--- src/rtl/mux_nto1_scan.sv ---
// rtl/mux_nto1_scan.sv - N:1 registered mux, manual select or ping-pong scan, valid/ready output.
// Optional MUX_SCAN_WRAP_EN: sweeps repeat back-to-back instead of returning to IDLE.
module mux_nto1_scan #(
  parameter int W = 1,
  parameter int N = 8,
  localparam int SW = $clog2(N)
) (
  input  logic           clk,
  input  logic           rst_n,
  input  logic [N*W-1:0] in,
  input  logic [SW-1:0]  sel,
  input  logic           mode,
  input  logic           start,
  output logic [W-1:0]   out_data,
  output logic [SW-1:0]  out_ch,
  output logic           out_valid,
  input  logic           out_ready,
  output logic           done
);
  localparam logic [SW-1:0] CH_LAST = SW'(N - 1);
  localparam logic [SW-1:0] CH_TURN = SW'(N - 2);

  typedef enum logic [1:0] {IDLE, UP, DOWN} state_t;

  state_t        state, state_next;
  logic [SW-1:0] cnt, cnt_next;
  logic [SW-1:0] ch;
  logic [W-1:0]  ch_data;
  logic          has_beat, load, last_beat;

  assign has_beat  = !mode || (state != IDLE);
  assign load      = (!out_valid || out_ready) && has_beat;
  assign ch        = mode ? cnt : sel;
  assign last_beat = mode && (state == DOWN) && (cnt == '0);

  // Indices at or above N (possible when N is not a power of two) select zero.
  always_comb begin
    ch_data = '0;
    for (int k = 0; k < N; k++) begin
      if (ch == SW'(k)) ch_data = in[k*W +: W];
    end
  end

  always_comb begin
    state_next = state;
    cnt_next   = cnt;
    if (!mode) begin
      state_next = IDLE;
      cnt_next   = '0;
    end else begin
      case (state)
        IDLE: begin
          if (start) begin
            state_next = UP;
            cnt_next   = '0;
          end
        end
        UP: begin
          if (load) begin
            if (cnt == CH_LAST) begin
              state_next = DOWN;
              cnt_next   = CH_TURN;
            end else begin
              cnt_next = cnt + SW'(1);
            end
          end
        end
        DOWN: begin
          if (load) begin
            if (cnt == '0) begin
`ifdef MUX_SCAN_WRAP_EN
              state_next = UP;
              cnt_next   = SW'(1);
`else
              state_next = IDLE;
`endif
            end else begin
              cnt_next = cnt - SW'(1);
            end
          end
        end
        default: state_next = IDLE;
      endcase
    end
  end

  // done is tied to the load of the final beat, so a stalled final beat never re-flags it.
  always_ff @(posedge clk or negedge rst_n) begin
    if (!rst_n) begin
      state     <= IDLE;
      cnt       <= '0;
      out_data  <= '0;
      out_ch    <= '0;
      out_valid <= 1'b0;
      done      <= 1'b0;
    end else begin
      state <= state_next;
      cnt   <= cnt_next;
      done  <= load && last_beat;
      if (load) begin
        out_data  <= ch_data;
        out_ch    <= ch;
        out_valid <= 1'b1;
      end else if (out_ready) begin
        out_valid <= 1'b0;
      end
    end
  end
endmodule

--- config.mk ---
export PLATFORM = sky130hd
export DESIGN_NAME = mux_nto1_scan
export DESIGN_NICKNAME = d
export VERILOG_FILES = /design/src/rtl/mux_nto1_scan.sv
export SDC_FILE = /design/constraint.sdc
export NUM_CORES = 1
export LEC_CHECK = 0
export ABC_AREA = 1
export CORE_ASPECT_RATIO = 1.5
export CORE_MARGIN = 8
export CORE_UTILIZATION = 32
export CTS_CLUSTER_SIZE = 20
export DETAILED_ROUTE_END_ITERATION = 8
export PLACE_DENSITY = 0.68
export SLEW_MARGIN = 15
export SYNTH_ARGS = -nofsm -noshare
export SYNTH_HDL_FRONTEND = slang
export SYNTH_SLANG_ARGS = --single-unit
--- constraint.sdc ---
create_clock -name clk -period 1.15 [get_ports clk]
set_input_delay 0.345 -clock clk [delete_from_list [all_inputs] [get_ports clk]]
set_output_delay 0.345 -clock clk [all_outputs]
set_load 0.005 [all_outputs]
==> summary.md, run 1 <==
| Metric | Value |
|---|---|
| CP max stage delay | `0.40 ns` |
| Post-synth ARST share | `1.000` |
| Hold crit path type | `in2async` |
| Hold WS | `0.4074 ns` |
| Row count | `23` |
| Clock Latency Late Sink | `0.24 ns` |
| Metal-1 WL | `894 um` |
| CP Data Required Time | `1.27 ns` |
| Sequential cell area fraction in the yosys report | `0.3143` |
| Uppermost layer routed | `met4` |
| GRT Util Overall | `0.1139` |
| Vias in the first global route | `921` |
| Final setup viols | `10` |
| VDD IR-drop max | `992.5 uV` |
| H-tree levels | `1` |
| Initial antenna violation count | `0` |
| Final nets | `184` |
| Top cell type's share of synthesized area | `0.3143` |
| Final Cycle Share | `1.210` |
| Placer congestion estimate | `0.9211` |
| CP Launch Type | `flop` |
| Static leakage | `0.7300 nW` |
| Yosys warns | `0` |
| CP Cell Sequence | `inv_1, ha_1, nand2_1, nand2_1, o21ai_1, inv_1, nand3_2, nand2_1, o21ai_1` |
| Synth top cells by count | `nand2_1 (33), inv_1 (18), dfrtp_1 (11), nand3_1 (11)` |
| Data arrival, critical path | `1.51 ns` |
| Synth Area per Inst | `7.179 um2` |
| CP max stage cell | `dfrtp_1` |
| Setup WS post-layout | `-0.2419 ns` |
| Tightest Pin Transition | `0.2610 ns` |
| Clock tree from TritonCTS | `built` |
| Failing checks | `setup timing` |
| Die X | `58.72 um` |
| CTS sink cnt | `11` |
| Routed WL per cell | `12.77 um` |
| CP endpoint kind | `flop` |
| Top-count cell post-synth | `nand2_1` |
| Power Dens Cells | `1933 nW/um2` |
| Vias/cell | `4.626` |
| Maxcap violations | `0` |
| Slew Viols, Final | `0` |
| Vias post-DR | `916` |
| Layout cells sized above 1 | `0.3727` |
| Library cells used by synthesis | `24` |
| Synth area leader | `dfrtp_1` |
| Initial DRC count | `26` |
| Layout area overhead | `66.43%` |
| # IOs | `22` |
| Tmin final | `1.392 ns` |
| Final HPWL DP | `1.838 mm` |
| Buf/Inv on CP | `2` |
| Antenna-violating nets left | `0` |
| CORE AREA | `2648 um2` |
| ANT cells | `0` |
| Critical path class | `reg2reg` |
| DRC errors left | `0` |
| Post-synth EDFFs | `0` |
| DR WL met3 | `115 um` |
| Met2 wire length | `1.446 mm` |
| CTS Buf Count | `3` |
| Launch point of the worst path | `cnt[1]$_DFFE_PN0P_` |
| RSZ-0062 raised after global routing | `yes` |
| Cell Count, Final, Fillers Out | `198` |
| Mapped Area | `875.8 um2` |
| Placed cells | `189` |
| Achievable Freq | `718.4 MHz` |
| Synth top area cells | `dfrtp_1 (31%), nand2_1 (14%), ha_1 (8.6%)` |
| Main flop type after synthesis | `dfrtp_1` |
| Status | `complete, but fails checks` |
| Crit-path most repeated cell | `nand2_1` |
| Port Buffers | `21` |
| Fillers | `241` |
| Cell family with most CP delay | `flip-flops` |
| Max clock buf depth | `2` |
| Area of the die | `4702 um2` |
| Root buf cell | `clkbuf_8` |
| Rel. slew slack | `0.8254` |
| CTS clk-pin slew, worst paths | `0.05 ns` |
| WL final | `2.528 mm` |
| Fin util | `0.5506` |
| Number of synthesized register bits | `11` |
| Total gr overflow | `0` |
| Maximum number of pins on one net before global-route repair | `12` |
| Crit path max fanout | `4` |
| Synth Instances | `122` |
| TritonRoute pass-1 iters | `4` |
| First-pass GRT wire length | `4.167 mm` |
| Cts hold-fix bufs | `0` |
| Clock Skews | `0.004612 ns` |
| Die Y-Extent | `80.08 um` |
| Pwr Total | `2.818 mW` |
| Syn Nets | `144` |
| Worst reg2reg path startpoint | `cnt[1]$_DFFE_PN0P_` |
| Initial core utilization | `0.3308` |
| Hold violation count in the final report | `0` |
[worst paths after layout]
check / depth (start not counted) / endpoint / slack, ns
min reg2reg: 2 / out_data$_DFFE_PN0P_ / 0.49
min in group clk: 2 / out_data$_DFFE_PN0P_ / 0.49
min: 2 / out_ch[2]$_DFFE_PN0P_ / 0.41
max in group asynchronous: 2 / out_ch[1]$_DFFE_PN0P_ / 0.59
max reg2reg: 9 / state[1]$_DFFE_PN0P_ / -0.24
max: 9 / state[1]$_DFFE_PN0P_ / -0.24
[cell families after synthesis]
| kind of cell | synth area share |
|---|---|
| fa+ha+maj | 0.08571 |
| simple gates | 0.3486 |
| compound gates | 0.1286 |
| flops | 0.3143 |
| buf+inv | 0.1228 |
[metrics by stage]
step	setup WS (ns)	instance area, um2	setup TNS (ns)
3_5_place_dp	-0.5591	1271	-5.221
5_1_grt	-0.3189	1458	-2.494
4_1_cts	-0.2274	1405	-1.784
3_3_place_gp	-0.5214	1271	-4.883
6_report	-0.2419	1458	-1.747
2_1_floorplan	-0.1002	929.6	-0.4815
[cells in the final DEF (no fill, tap or decap), types with 2 or more instances in the layout]
cell	n
buf_12	2
o21ai_0	2
clkbuf_8	3
nand2_4	4
a21oi_1	3
nand3_1	9
nand2_2	2
inv_1	16
ha_1	3
nor2_4	4
inv_2	5
ha_4	3
o21ai_4	2
o21ai_2	3
nand3_4	2
inv_4	2
a21oi_2	2
nor2_1	3
nand2_1	30
dfrtp_1	11
clkdlybuf4s50_1	14
buf_4	11
buf_2	6
o21ai_1	6
nand3_2	3
[area by class of cell]
class | instances | area [um2] | area share
Multi-Input combinational cell | 86 | 626.9 | 0.4300
Tap cell | 37 | 46.29 | 0.03176
Sequential cell | 11 | 275.3 | 0.1888
Inverter | 23 | 91.34 | 0.06266
Timing Repair Buffer | 37 | 372.9 | 0.2558
Clock buffer | 4 | 45.04 | 0.03090
[repair_timing]
| action | 4_1_cts | 5_1_grt |
|---|---|---|
| pin swaps | 8 | 4 |
| setup endpoints to repair | 17 | 11 |
| buffers inserted | 2 | 1 |
| gates cloned | 2 | 0 |
| gates resized for setup | 32 | 16 |
[sequential cells by signal, indices dropped and copies added, names as in the netlist]
name       cells
done           1
out_ch         3
cnt            3
state          2
out_data       1
out_valid      1
[metal layers]
layer	track usage	vias to the layer above
met3	0.02236	6
met1	0.1111	428
met2	0.2184	20
met4	0.05529	0
met5	0	-
li1	-	462
[power by group]
part	leakage [nW]	internal, mW	switching [mW]	total, mW
logic	0.566	0.878	0.884	1.76
registers	0.141	0.529	0.125	0.654
clock network	0.0228	0.244	0.158	0.402
Power figures use the tool's default switching activity.
==> run 2, diff against run 1 <==
--- a/config.mk
+++ b/config.mk
@@ -11,7 +11,9 @@
 export CORE_UTILIZATION = 32
 export CTS_CLUSTER_SIZE = 20
 export DETAILED_ROUTE_END_ITERATION = 8
+export MAX_ROUTING_LAYER = met4
 export PLACE_DENSITY = 0.68
+export SKIP_LAST_GASP = 1
 export SLEW_MARGIN = 15
 export SYNTH_ARGS = -nofsm -noshare
 export SYNTH_HDL_FRONTEND = slang
==> summary.md, run 2 (same netlist as run 1, synthesis figures left out) <==
| Metric | Value |
|---|---|
| Routed WL per cell | `12.68 um` |
| DR WL met3 | `112 um` |
| Die Y-Extent | `80.08 um` |
| First-pass GRT wire length | `4.167 mm` |
| Initial DRC count | `29` |
| Share of power burned in combinational logic | `0.626` |
| Area after DPL | `1271 um2` |
| Switching Share | `0.4116` |
| Most frequent cells in the layout | `nand2_1 (31), inv_1 (16), clkdlybuf4s50_1 (14)` |
| Power Dens Cells | `1935 nW/um2` |
| Most common cell after layout, fill and taps aside | `nand2_1` |
| WL final | `2.511 mm` |
| Maxcap violations | `0` |
| Vias in the first global route | `922` |
| Hold violation count in the final report | `0` |
| CP Data Required Time | `1.27 ns` |
| CP endpoint kind | `flop` |
| Data arrival, critical path | `1.51 ns` |
| Final setup viols | `10` |
| Die X | `58.72 um` |
| Met2 wire length | `1.428 mm` |
| CTS Buf Count | `3` |
| CP Launch Type | `flop` |
| Area of the die | `4702 um2` |
| Antenna-violating nets left | `0` |
| Clock tree from TritonCTS | `built` |
| Post-layout instance area | `1451 um2` |
| Layout cells sized above 1 | `0.3665` |
| Cell Count, Final, Fillers Out | `198` |
| Hold crit path type | `in2async` |
| Achievable Freq | `723.1 MHz` |
| Layout area overhead | `65.71%` |
| Metal-1 WL | `913 um` |
| Placed cells | `189` |
| CTS sink cnt | `11` |
| Status | `complete, but fails checks` |
| DRC errors left | `0` |
| Maximum number of pins on one net before global-route repair | `12` |
| Final nets | `184` |
| Rel. slew slack | `0.7829` |
| Cts hold-fix bufs | `0` |
| # IOs | `22` |
| Failing checks | `setup timing` |
| Initial antenna violation count | `0` |
| Total gr overflow | `0` |
| Clock Skews | `0.006102 ns` |
| TritonRoute pass-1 iters | `4` |
| GRT Util Overall | `0.1171` |
| Cell Int Power | `1.652 mW` |
| Port Buffers | `21` |
| Net Switching | `1.156 mW` |
| Row count | `23` |
| Setup WS post-layout | `-0.2330 ns` |
| Final Cycle Share | `1.203` |
| Slew Viols, Final | `0` |
| Vias post-DR | `897` |
| Clock Latency Late Sink | `0.24 ns` |
| Vias/cell | `4.530` |
| Largest registers | `cnt: 3 flops, out_ch: 3 flops, state: 2 flops` |
| RSZ-0062 raised after global routing | `yes` |
| Crit path max fanout | `4` |
| Static leakage | `0.7289 nW` |
| Placer congestion estimate | `0.9371` |
| Tmin final | `1.383 ns` |
| Sequential cell area | `275.3 um2` |
| Clk pwr share | `0.144` |
| Pwr Total | `2.809 mW` |
| Uppermost layer routed | `met4` |
| VDD IR-drop max | `1020 uV` |
| Area taken by multi-input logic gates | `620.6 um2` |
| Root buf cell | `clkbuf_8` |
| Fillers | `245` |
| Tightest Pin Transition | `0.3235 ns` |
| ANT cells | `0` |
| Seq pwr share | `0.231` |
| Critical path class | `reg2reg` |
| CTS clk-pin slew, worst paths | `0.06 ns` |
| Initial core utilization | `0.3308` |
| CORE AREA | `2648 um2` |
| H-tree levels | `1` |
| Final HPWL DP | `1.838 mm` |
| Max clock buf depth | `2` |
[run 2: cell counts in the layout (fill, tap and decap cells not counted)]
Identical to the previous run, type by type.
[run 2: worst paths after layout]
check / start / end / slack (ns) / cells after the start
min reg2reg: out_ch[2]$_DFFE_PN0P_ / out_ch[2]$_DFFE_PN0P_ / 0.50 / 2
max: state[0]$_DFFE_PN0P_ / state[1]$_DFFE_PN0P_ / -0.23 / 8
max reg2reg: state[0]$_DFFE_PN0P_ / state[1]$_DFFE_PN0P_ / -0.23 / 8
min: rst_n / out_ch[2]$_DFFE_PN0P_ / 0.41 / 2
min in group clk: out_ch[2]$_DFFE_PN0P_ / out_ch[2]$_DFFE_PN0P_ / 0.50 / 2
max in group asynchronous: rst_n / out_ch[1]$_DFFE_PN0P_ / 0.59 / 2
[run 2: cell type report]
type	instances	area share
Clock buffer	4	0.03103
Inverter	23	0.06293
Multi-Input combinational cell	86	0.4276
Sequential cell	11	0.1897
Tap cell	37	0.03190
Timing Repair Buffer	37	0.2569
[run 2: metal layers]
metal | GRT usage | vias up
met5 | - | -
met2 | 0.2184 | 18
met1 | 0.1111 | 412
li1 | - | 461
met3 | 0.02236 | 6
met4 | 0.05529 | 0
[run 2: repair_timing]
item / CTS / global route
cloned: 2 / 0
buffers inserted: 2 / 1
setup endpoints to repair: 17 / 11
resized for setup: 32 / 14
pin swaps: 7 / 5
hold endpoints to repair: 0 / 0
[run 2: worst max-delay path, stage by stage, from the launching register on]
cell,delay [ns]
dfrtp_1,0.41
inv_2,0.09
ha_4,0.18
nand2_4,0.06
inv_4,0.04
o21ai_4,0.19
nand3_2,0.14
nand2_1,0.09
o21ai_1,0.06
[run 2: stage by stage]
stage	utilization	hold WS (ns)	setup TNS, ns	setup WS (ns)
5_1_grt	0.5482	0.4162	-2.566	-0.3139
2_1_floorplan	-	0.04941	-0.4815	-0.1002
3_5_place_dp	0.4802	0.4806	-5.221	-0.5591
4_1_cts	0.5307	0.4114	-1.786	-0.2274
6_report	0.5482	0.4054	-1.786	-0.2330
3_3_place_gp	0.4802	0.4674	-4.883	-0.5214
[run 2: power by group through the flow]
stage	combinational [mW]	sequential (mW)	clock, mW
2_1_floorplan	0.899	0.638	0
3_3_place_gp	1.46	0.624	0
3_5_place_dp	1.49	0.634	0
4_1_cts	1.64	0.639	0.407
5_1_grt	1.94	0.666	0.434
6_report	1.76	0.648	0.403
==> run 3, diff against run 2 <==
--- a/config.mk
+++ b/config.mk
@@ -8,11 +8,11 @@
 export ABC_AREA = 1
 export CORE_ASPECT_RATIO = 1.5
 export CORE_MARGIN = 8
-export CORE_UTILIZATION = 32
+export CORE_UTILIZATION = 30
 export CTS_CLUSTER_SIZE = 20
 export DETAILED_ROUTE_END_ITERATION = 8
 export MAX_ROUTING_LAYER = met4
-export PLACE_DENSITY = 0.68
+export PLACE_DENSITY = 0.65
 export SKIP_LAST_GASP = 1
 export SLEW_MARGIN = 15
 export SYNTH_ARGS = -nofsm -noshare
==> summary.md, run 3 (same netlist as run 1, synthesis figures left out) <==
| Metric | Value |
|---|---|
| Status | `complete, but fails checks` |
| Failing checks | `setup timing` |
| Stages on worst setup path | `8` |
| Max clock buf depth | `2` |
| Final nets | `191` |
| CTS clk-pin slew, worst paths | `0.05 ns` |
| Tightest Pin Transition | `0.2450 ns` |
| Final setup viols | `9` |
| Initial antenna violation count | `0` |
| CP max stage cell | `dfrtp_1` |
| Layout cells sized above 1 | `0.3690` |
| Vias in the first global route | `958` |
| ANT cells | `0` |
| Sequential cell area | `275.3 um2` |
| Die X | `60.12 um` |
| Initial DRC count | `21` |
| Area taken by multi-input logic gates | `573.1 um2` |
| Slew Viols, Final | `0` |
| Maximum number of pins on one net before global-route repair | `12` |
| CTS Buf Count | `3` |
| Cell family with most CP delay | `flip-flops` |
| CORE AREA | `2853 um2` |
| Die Y-Extent | `82.18 um` |
| Most common cell after layout, fill and taps aside | `nand2_1` |
| CP max stage delay | `0.38 ns` |
| Port Buffers | `21` |
| CTS sink cnt | `11` |
| WL final | `2.585 mm` |
| RSZ-0062 raised after global routing | `yes` |
| Initial core utilization | `0.3070` |
| Critical path class | `reg2reg` |
| GRT Util Overall | `0.1189` |
| Clock tree from TritonCTS | `built` |
| CP endpoint kind | `flop` |
| Post-layout instance area | `1459 um2` |
| CP Launch Type | `flop` |
| Data arrival, critical path | `1.50 ns` |
| Rel. slew slack | `0.8360` |
| Most frequent cells in the layout | `nand2_1 (31), buf_4 (18), inv_1 (16)` |
| Antenna-violating nets left | `0` |
| Setup WS post-layout | `-0.2173 ns` |
| Final Cycle Share | `1.189` |
| R2R cell count | `8` |
| Area after DPL | `1296 um2` |
| Fin util | `0.5114` |
| First-pass GRT wire length | `4.257 mm` |
| H-tree levels | `1` |
| # IOs | `22` |
| Placer congestion estimate | `0.7751` |
| Clock Latency Late Sink | `0.25 ns` |
| DRC errors left | `0` |
| Worst slack, placed | `-0.5487 ns` |
| Total gr overflow | `0` |
| Buf/Inv on CP | `2` |
| TritonRoute pass-1 iters | `4` |
| Layout area overhead | `66.57%` |
| Area of the die | `4940 um2` |
| Power Dens Cells | `1940 nW/um2` |
| Maxcap violations | `0` |
| Hold violation count in the final report | `0` |
| Row count | `24` |
| Setup total negative slack | `-1.467 ns` |
| Final HPWL DP | `1.876 mm` |
| Clock Skews | `0.0005118 ns` |
| CP Data Required Time | `1.28 ns` |
| Routed WL per cell | `12.49 um` |
| Hold crit path type | `in2async` |
| Static leakage | `0.7521 nW` |
| Vias post-DR | `942` |
| VDD IR-drop max | `992.1 uV` |
| Tmin final | `1.367 ns` |
| Worst reg2reg path startpoint | `state[0]$_DFFE_PN0P_` |
| Reg-to-reg endpoint | `state[0]$_DFFE_PN0P_` |
| Largest registers | `cnt: 3 flops, out_ch: 3 flops, state: 2 flops` |
| Crit path max fanout | `4` |
| Vias/cell | `4.551` |
| Achievable Freq | `731.4 MHz` |
| Root buf cell | `clkbuf_8` |
| CP Cell Sequence | `inv_2, ha_2, nand2_4, inv_4, o21ai_4, nand3_2, nand2_1, o21ai_1` |
| Hold WS | `0.3978 ns` |
| R2r setup slk | `-0.22 ns` |
| Fillers | `270` |
[run 3: power by group]
part           switching, mW  internal (mW)  leakage [nW]
Sequential            0.0963          0.529         0.141
Clock                  0.166          0.245        0.0228
Combinational          0.862          0.932         0.588
Total                   1.12           1.71         0.752
[run 3: final cells by class]
type | count | share of cell area
Multi-Input combinational cell | 86 | 0.3928
Timing Repair Buffer | 44 | 0.2916
Sequential cell | 11 | 0.1887
Inverter | 23 | 0.06261
Tap cell | 39 | 0.03345
Clock buffer | 4 | 0.03087
[run 3: worst max-delay path by stage]
stage	from	end	slack, ns
final	state[0]$_DFFE_PN0P_	state[0]$_DFFE_PN0P_	-0.22
after global routing	state[1]$_DFFE_PN0P_	state[1]$_DFFE_PN0P_	-0.31
after CTS	state[0]$_DFFE_PN0P_	cnt[2]$_DFFE_PN0P_	-0.22
after detailed placement	mode	cnt[2]$_DFFE_PN0P_	-0.55
after global placement	mode	cnt[2]$_DFFE_PN0P_	-0.53
after floorplan	state[0]$_DFFE_PN0P_	cnt[2]$_DFFE_PN0P_	-0.10
[run 3: per-stage QoR]
stage / instances / power, mW
6_report: 207 / 2.831
2_1_floorplan: 122 / 1.537
4_1_cts: 204 / 2.726
3_3_place_gp: 194 / 2.109
3_5_place_dp: 194 / 2.141
5_1_grt: 207 / 3.054
[run 3: what timing repair did]
action                     CTS  global route
setup endpoints to repair   17            13
hold buffers                 0             0
setup buffers                4             3
gates cloned                 2             0
pin swaps                    0             2
resized for setup           30             7
[run 3: worst reg2reg max path: stages (launching register included)]
cell and delay [ns]:
dfrtp_1 0.38, inv_2 0.07, ha_2 0.21, nand2_4 0.08, inv_4 0.04, o21ai_4 0.20
nand3_2 0.13, nand2_1 0.08, o21ai_1 0.06
[run 3: layer usage]
layer	GRT usage	share of wire	vias up
met5	-	0	-
met4	0.06235	0.021	0
met3	0.02326	0.030	5
met2	0.2339	0.60	16
met1	0.09919	0.35	437
li1	-	-	484
